--- src/rtl/dmem_cache_ctrl.sv ---
// Direct-mapped, write-through, no-write-allocate data cache sitting between the
// pipeline's memory stage and a slow handshaked backing memory.
module dmem_cache_ctrl #(
  parameter int N     = 64,
  parameter int LINES = 16
) (
  input  logic         clk,
  input  logic         reset,
  input  logic [N-1:0] DM_addr,
  input  logic [N-1:0] DM_writeData,
  input  logic         DM_readEnable,
  input  logic         DM_writeEnable,
  output logic [N-1:0] DM_readData,
  output logic         stall,
  output logic         mem_req,
  output logic         mem_we,
  output logic [N-1:0] mem_addr,
  output logic [N-1:0] mem_wdata,
  input  logic [N-1:0] mem_rdata,
  input  logic         mem_ack
);

  localparam int IW = $clog2(LINES);
  localparam int TW = N - 3 - IW;

  typedef enum logic [1:0] {
    IDLE,
    RD_MISS,
    WR_THRU,
    WR_DONE
  } cacheStateT;

  cacheStateT state;
  cacheStateT nextState;

  logic [LINES-1:0] validBits;
  logic [TW-1:0]    tagMem  [LINES];
  logic [N-1:0]     dataMem [LINES];

  logic [IW-1:0] reqIndex;
  logic [TW-1:0] reqTag;
  logic [IW-1:0] fillIndex;
  logic [TW-1:0] fillTag;
  logic          reqHit;
  logic          fillHit;
  logic          ackSeen;
  logic          startRead;
  logic          startWrite;
  logic          unusedAddrBits;

  // Lookups use the live pipeline address; fills and write-through updates use
  // the registered backing address, which stays stable for the whole wait.
  assign reqIndex  = DM_addr[IW+2:3];
  assign reqTag    = DM_addr[N-1:IW+3];
  assign fillIndex = mem_addr[IW+2:3];
  assign fillTag   = mem_addr[N-1:IW+3];
  assign reqHit    = validBits[reqIndex] && (tagMem[reqIndex] == reqTag);
  assign fillHit   = validBits[fillIndex] && (tagMem[fillIndex] == fillTag);
  assign ackSeen   = mem_req && mem_ack;
  assign unusedAddrBits = ^{DM_addr[2:0], mem_addr[2:0]};

  always_ff @(posedge clk) begin
    if (reset) state <= IDLE;
    else       state <= nextState;
  end

  always_comb begin
    nextState   = state;
    stall       = 1'b0;
    DM_readData = '0;
    startRead   = 1'b0;
    startWrite  = 1'b0;
    case (state)
      IDLE: begin
        // A store takes priority over a simultaneous load.
        if (DM_writeEnable) begin
          stall      = 1'b1;
          startWrite = 1'b1;
          nextState  = WR_THRU;
        end else if (DM_readEnable) begin
          if (reqHit) begin
            DM_readData = dataMem[reqIndex];
          end else begin
            stall     = 1'b1;
            startRead = 1'b1;
            nextState = RD_MISS;
          end
        end
      end
      RD_MISS: begin
        stall = 1'b1;
        if (ackSeen) nextState = IDLE;
      end
      WR_THRU: begin
        stall = 1'b1;
        if (ackSeen) nextState = WR_DONE;
      end
      WR_DONE: begin
        nextState = IDLE;
      end
      default: nextState = IDLE;
    endcase
  end

  always_ff @(posedge clk) begin
    if (reset) begin
      mem_req   <= 1'b0;
      mem_we    <= 1'b0;
      mem_addr  <= '0;
      mem_wdata <= '0;
    end else if (startRead) begin
      mem_req  <= 1'b1;
      mem_we   <= 1'b0;
      mem_addr <= {DM_addr[N-1:3], 3'b000};
    end else if (startWrite) begin
      mem_req   <= 1'b1;
      mem_we    <= 1'b1;
      mem_addr  <= {DM_addr[N-1:3], 3'b000};
      mem_wdata <= DM_writeData;
    end else if (ackSeen) begin
      mem_req <= 1'b0;
    end
  end

  always_ff @(posedge clk) begin
    if (reset)                          validBits            <= '0;
    else if (state == RD_MISS && ackSeen) validBits[fillIndex] <= 1'b1;
  end

  // Reset suppresses the fill so an abandoned miss never leaves partial data.
  always_ff @(posedge clk) begin
    if (!reset && ackSeen) begin
      if (state == RD_MISS) begin
        tagMem[fillIndex]  <= fillTag;
        dataMem[fillIndex] <= mem_rdata;
      end else if (state == WR_THRU && fillHit) begin
        dataMem[fillIndex] <= mem_wdata;
      end
    end
  end

endmodule

--- config.mk ---
export PLATFORM = sky130hd
export DESIGN_NAME = dmem_cache_ctrl
export DESIGN_NICKNAME = d
export VERILOG_FILES = /design/src/rtl/dmem_cache_ctrl.sv
export SDC_FILE = /design/constraint.sdc
export NUM_CORES = 2
export LEC_CHECK = 0
export CAP_MARGIN = 20
export CORE_MARGIN = 4
export CORE_UTILIZATION = 60
export CTS_BUF_LIST = sky130_fd_sc_hd__clkbuf_8
export CTS_CLUSTER_DIAMETER = 200
export DETAILED_ROUTE_END_ITERATION = 8
export GPL_ROUTABILITY_DRIVEN = 0
export GPL_TIMING_DRIVEN = 1
export PLACE_DENSITY = 0.9
export SLEW_MARGIN = 20
export SYNTH_ARGS = -nofsm -noshare
export SYNTH_HDL_FRONTEND = slang
export SYNTH_SLANG_ARGS = --single-unit
--- constraint.sdc ---
create_clock -name clk -period 12.5 [get_ports clk]
set_clock_uncertainty 0.05 [all_clocks]
set_input_delay 1.875 -clock clk [delete_from_list [all_inputs] [get_ports clk]]
set_output_delay 1.875 -clock clk [all_outputs]
set_load 0.01 [all_outputs]
==> metrics <==
status complete, no violations; First DRT Iteration DRCs ~8,300; register area roughly 0.061 sq mm; final net count 5,054; TritonCTS clock tree done; Routed WL about 250,000 um; Clock Pin Slew Worst Setup and Hold Paths around 0.060 ns; Initial Util 60.7%; Comb pwr share between 10% and 20%; layout cells sized above 1 between 20 and 30%; Synth warnings 0; first-pass GRT wire length roughly 370,000 um; final instance area slightly above 0.1 sq mm; Least-Margin Pin Slew roughly 1.2 ns; DRT Pass-1 Iters 9; hold crit path type flop to flop; CP required 10.57 ns; nature of the critical path startpoint primary input; VDD IR-drop max about 0.17 mV; Vias per Instance between 7 and 8; Overall Global Routing Usage about 33%; placed insts 6,431; CTS buffer count around 340; Multi-input gate area ~0.026 sq mm; Leakage around 32 nW; switch share a little over a quarter; Slew Limit Fails 0; setup_tns 0 ns; Power Internal approximately 0.012 W; largest net degree at the start of global routing 151; Yosys reg bits 2,085; initial antenna violation count 20; chip height around 390 um; dpl hpwl 148,000 um; vias in the first global route between 50,000 and 60,000; die area ~0.15 sq mm; Arr. time, crit path about 8.6 ns; # H-tree levels 5; clock root cell clkbuf_8; hold_buf cts 0; max-cap violations 0; Overflow after GRT 0; sequential power share between 50% and 60%; PnR Total Power approximately 0.016 W; CP Class primary input to primary output; syn_area_per_cell ~20 sq um; Boundary Pins approximately 400; routed length per instance between 30 and 40 um; number of synthesized flops with an enable pin between 1,500 and 2,000; # setup viols final 0; post-cts resize count 0; fmax around 95 MHz; Syn Inst Count 4,319; Placeable Area between 0.1 and 0.15 sq mm; Die Span X approximately 390 um; switching pwr between 0.004 and 0.005 W; worst-skew pair later-pin latency between 1 and 1.5 ns; Fillers ~8,000; buffer count from post-CTS setup fixing 0; Hold Vio Cnt, Final 0; Tmin final 10.52 ns; Syn-to-layout area delta 13.6%; Clk pwr share about a third; Site Rows between 100 and 150; fin crit share 84.2%; dpl cell area between 0.09 and 0.1 sq mm; async set-reset flop share out of synthesis 0%; Crit Path Max Fanout a little over 80; DRC violations left 0; critical path endpoint category primary output; Seq/Total Area, Yosys between 60 and 70%; Hold WS between 0.4 and 0.5 ns; Slew HR 18.8%; power density over the cells ~160 mW/mm^2; antenna-violating nets left 0; Main synth FF type edfxtp_1; synthesized cell area roughly 0.089 sq mm; clock sink count about 2,100; final std cells w/o fill about 7,000; port bufs approximately 390; routed via count approximately 51,000; unrepaired setup endpoints after global routing no; CTS max path bufs 4; distinct cell type count after synthesis 71
## cells by family after synthesis
family / after synthesis / synth area share (%)
DFF: 2085 / 68.8
muxes: 1082 / 23.5
and+or+nand+nor: 469 / 2.51
buffers and inverters: 310 / 2.02
AOI/OAI and AO/OA: 248 / 1.91
xor gates and xnor gates: 120 / 1.18
adders and majority gates: 4 / 0.0564
other: 1 / 0.00422
## power groups by stage
stage | Clock (W) | Sequential [W] | Combinational (W)
after floorplan | 0 | 0.00827 | 0.00147
after global placement | 0 | 0.00836 | 0.00215
after detailed placement | 0 | 0.00839 | 0.00222
after CTS | 0.00566 | 0.00824 | 0.00224
after global routing | 0.00600 | 0.00828 | 0.00237
final | 0.00565 | 0.00825 | 0.00228
## worst max-delay path: stages
cell	delay, ns
buf_8	0.65
buf_4	0.67
buf_4	0.66
mux4_2	0.61
mux2i_1	0.21
xnor2_1	0.13
o32ai_1	0.14
o2111ai_1	0.30
nor4_1	0.44
nand4_1	0.36
nor2_1	0.37
nand3_4	0.73
nor2b_1	0.51
clkdlybuf4s50_1	0.68
## layer usage
layer / share of wire (%) / track usage [%]
met5: 0.054 / 0
met4: 6.9 / 20.3
met3: 14 / 9.99
met2: 48 / 52.4
met1: 31 / 41.2
## final timing paths
check,endpoint,startpoint,cells after the start,slack [ns]
min reg2reg,mem_wdata[19]$_SDFFE_PP0P_,mem_wdata[19]$_SDFFE_PP0P_,2,0.43
max reg2reg,dataMem[6][21]$_DFFE_PP_,flop,14,4.04
max,DM_readData[63],DM_addr[3],14,1.98
min,mem_wdata[19]$_SDFFE_PP0P_,mem_wdata[19]$_SDFFE_PP0P_,2,0.43
## layout by cell type, fill, tap and decap left out, types with 21 or more instances in the layout
| master | instances |
|---|---|
| edfxtp_1 | 1936 |
| mux4_2 | 774 |
| clkdlybuf4s50_1 | 380 |
| clkbuf_8 | 366 |
| mux2i_1 | 207 |
| nand2_1 | 171 |
| dfxtp_1 | 145 |
| inv_1 | 110 |
| nor2_1 | 92 |
| a21oi_1 | 87 |
| buf_4 | 85 |
| nor2b_1 | 77 |
| xnor2_1 | 71 |
| mux2_2 | 69 |
| clkinv_1 | 56 |
| clkinv_2 | 51 |
| xor2_1 | 49 |
| o22ai_1 | 29 |
| a221oi_1 | 24 |
| diode_2 | 21 |
## final cells by class
| cell class | instances | share of cell area (%) |
|---|---|---|
| multi-input cells | 1926 | 25.9 |
| clock buffers | 366 | 5.00 |
| flip-flops and latches | 2085 | 60.6 |
| repair buffers | 480 | 4.68 |
| diodes | 21 | 0.0521 |
| inverters | 25 | 0.0980 |
| clock inverters | 214 | 1.25 |
| well taps | 1917 | 2.38 |
## stage by stage
| stage | setup WS, ns | utilization, % |
|---|---|---|
| 5_1_grt | 1.74 | 68.9 |
| 2_1_floorplan | 2.40 | - |
| 3_5_place_dp | 2.22 | 64.6 |
| 4_1_cts | 2.09 | 68.9 |
| 6_report | 1.98 | 68.9 |
| 3_3_place_gp | 2.68 | 64.6 |
## flip-flops by register name (all words and copies together) (netlist names), named ones only
register	flops
state	2
mem_addr	61
mem_req	1
validBits	16
mem_we	1
tagMem	912
dataMem	1024
mem_wdata	64
## synthesized netlist by cell type, types with 4 or more instances
cell              n  area [sq um]
a2111oi_0         4          35.0
dlygate4sd3_1     6          60.1
a21oi_1          87           435
a22o_1           18           158
edfxtp_1       1936         58100
a211oi_1          9          67.6
dfxtp_1         149          2980
nor2b_1          78           488
nor2_1          109           409
o21ai_0          17          85.1
nand2_1         172           646
mux2_1           18           203
buf_12            8           160
nand3b_1          6          45.0
o211a_1           4          40.0
o31ai_1           4          30.0
mux2i_1         207          2070
o21a_1            4          30.0
nand4_1          15          93.8
nand3_1          12          60.1
a31oi_1           4          25.0
mux4_1           14           368
mux2_2           69           777
nor4_1           16           100
buf_2            52           260
mux4_2          774         17400
nor3_1           18          90.1
clkbuf_1        109           409
xor2_1           49           429
ha_1              4          50.1
inv_1            25          93.8
xnor2_1          71           622
o22ai_1          29           181
a221oi_1         24           210
and2_1            9          56.3
o211ai_1          6          45.0
buf_4            32           240
buf_1            41           154
nand2b_1         15          93.8
buf_6            29           327
a221o_1           4          40.0
a22oi_1          14           105
Note: power is estimated with default switching activity, not from simulation.
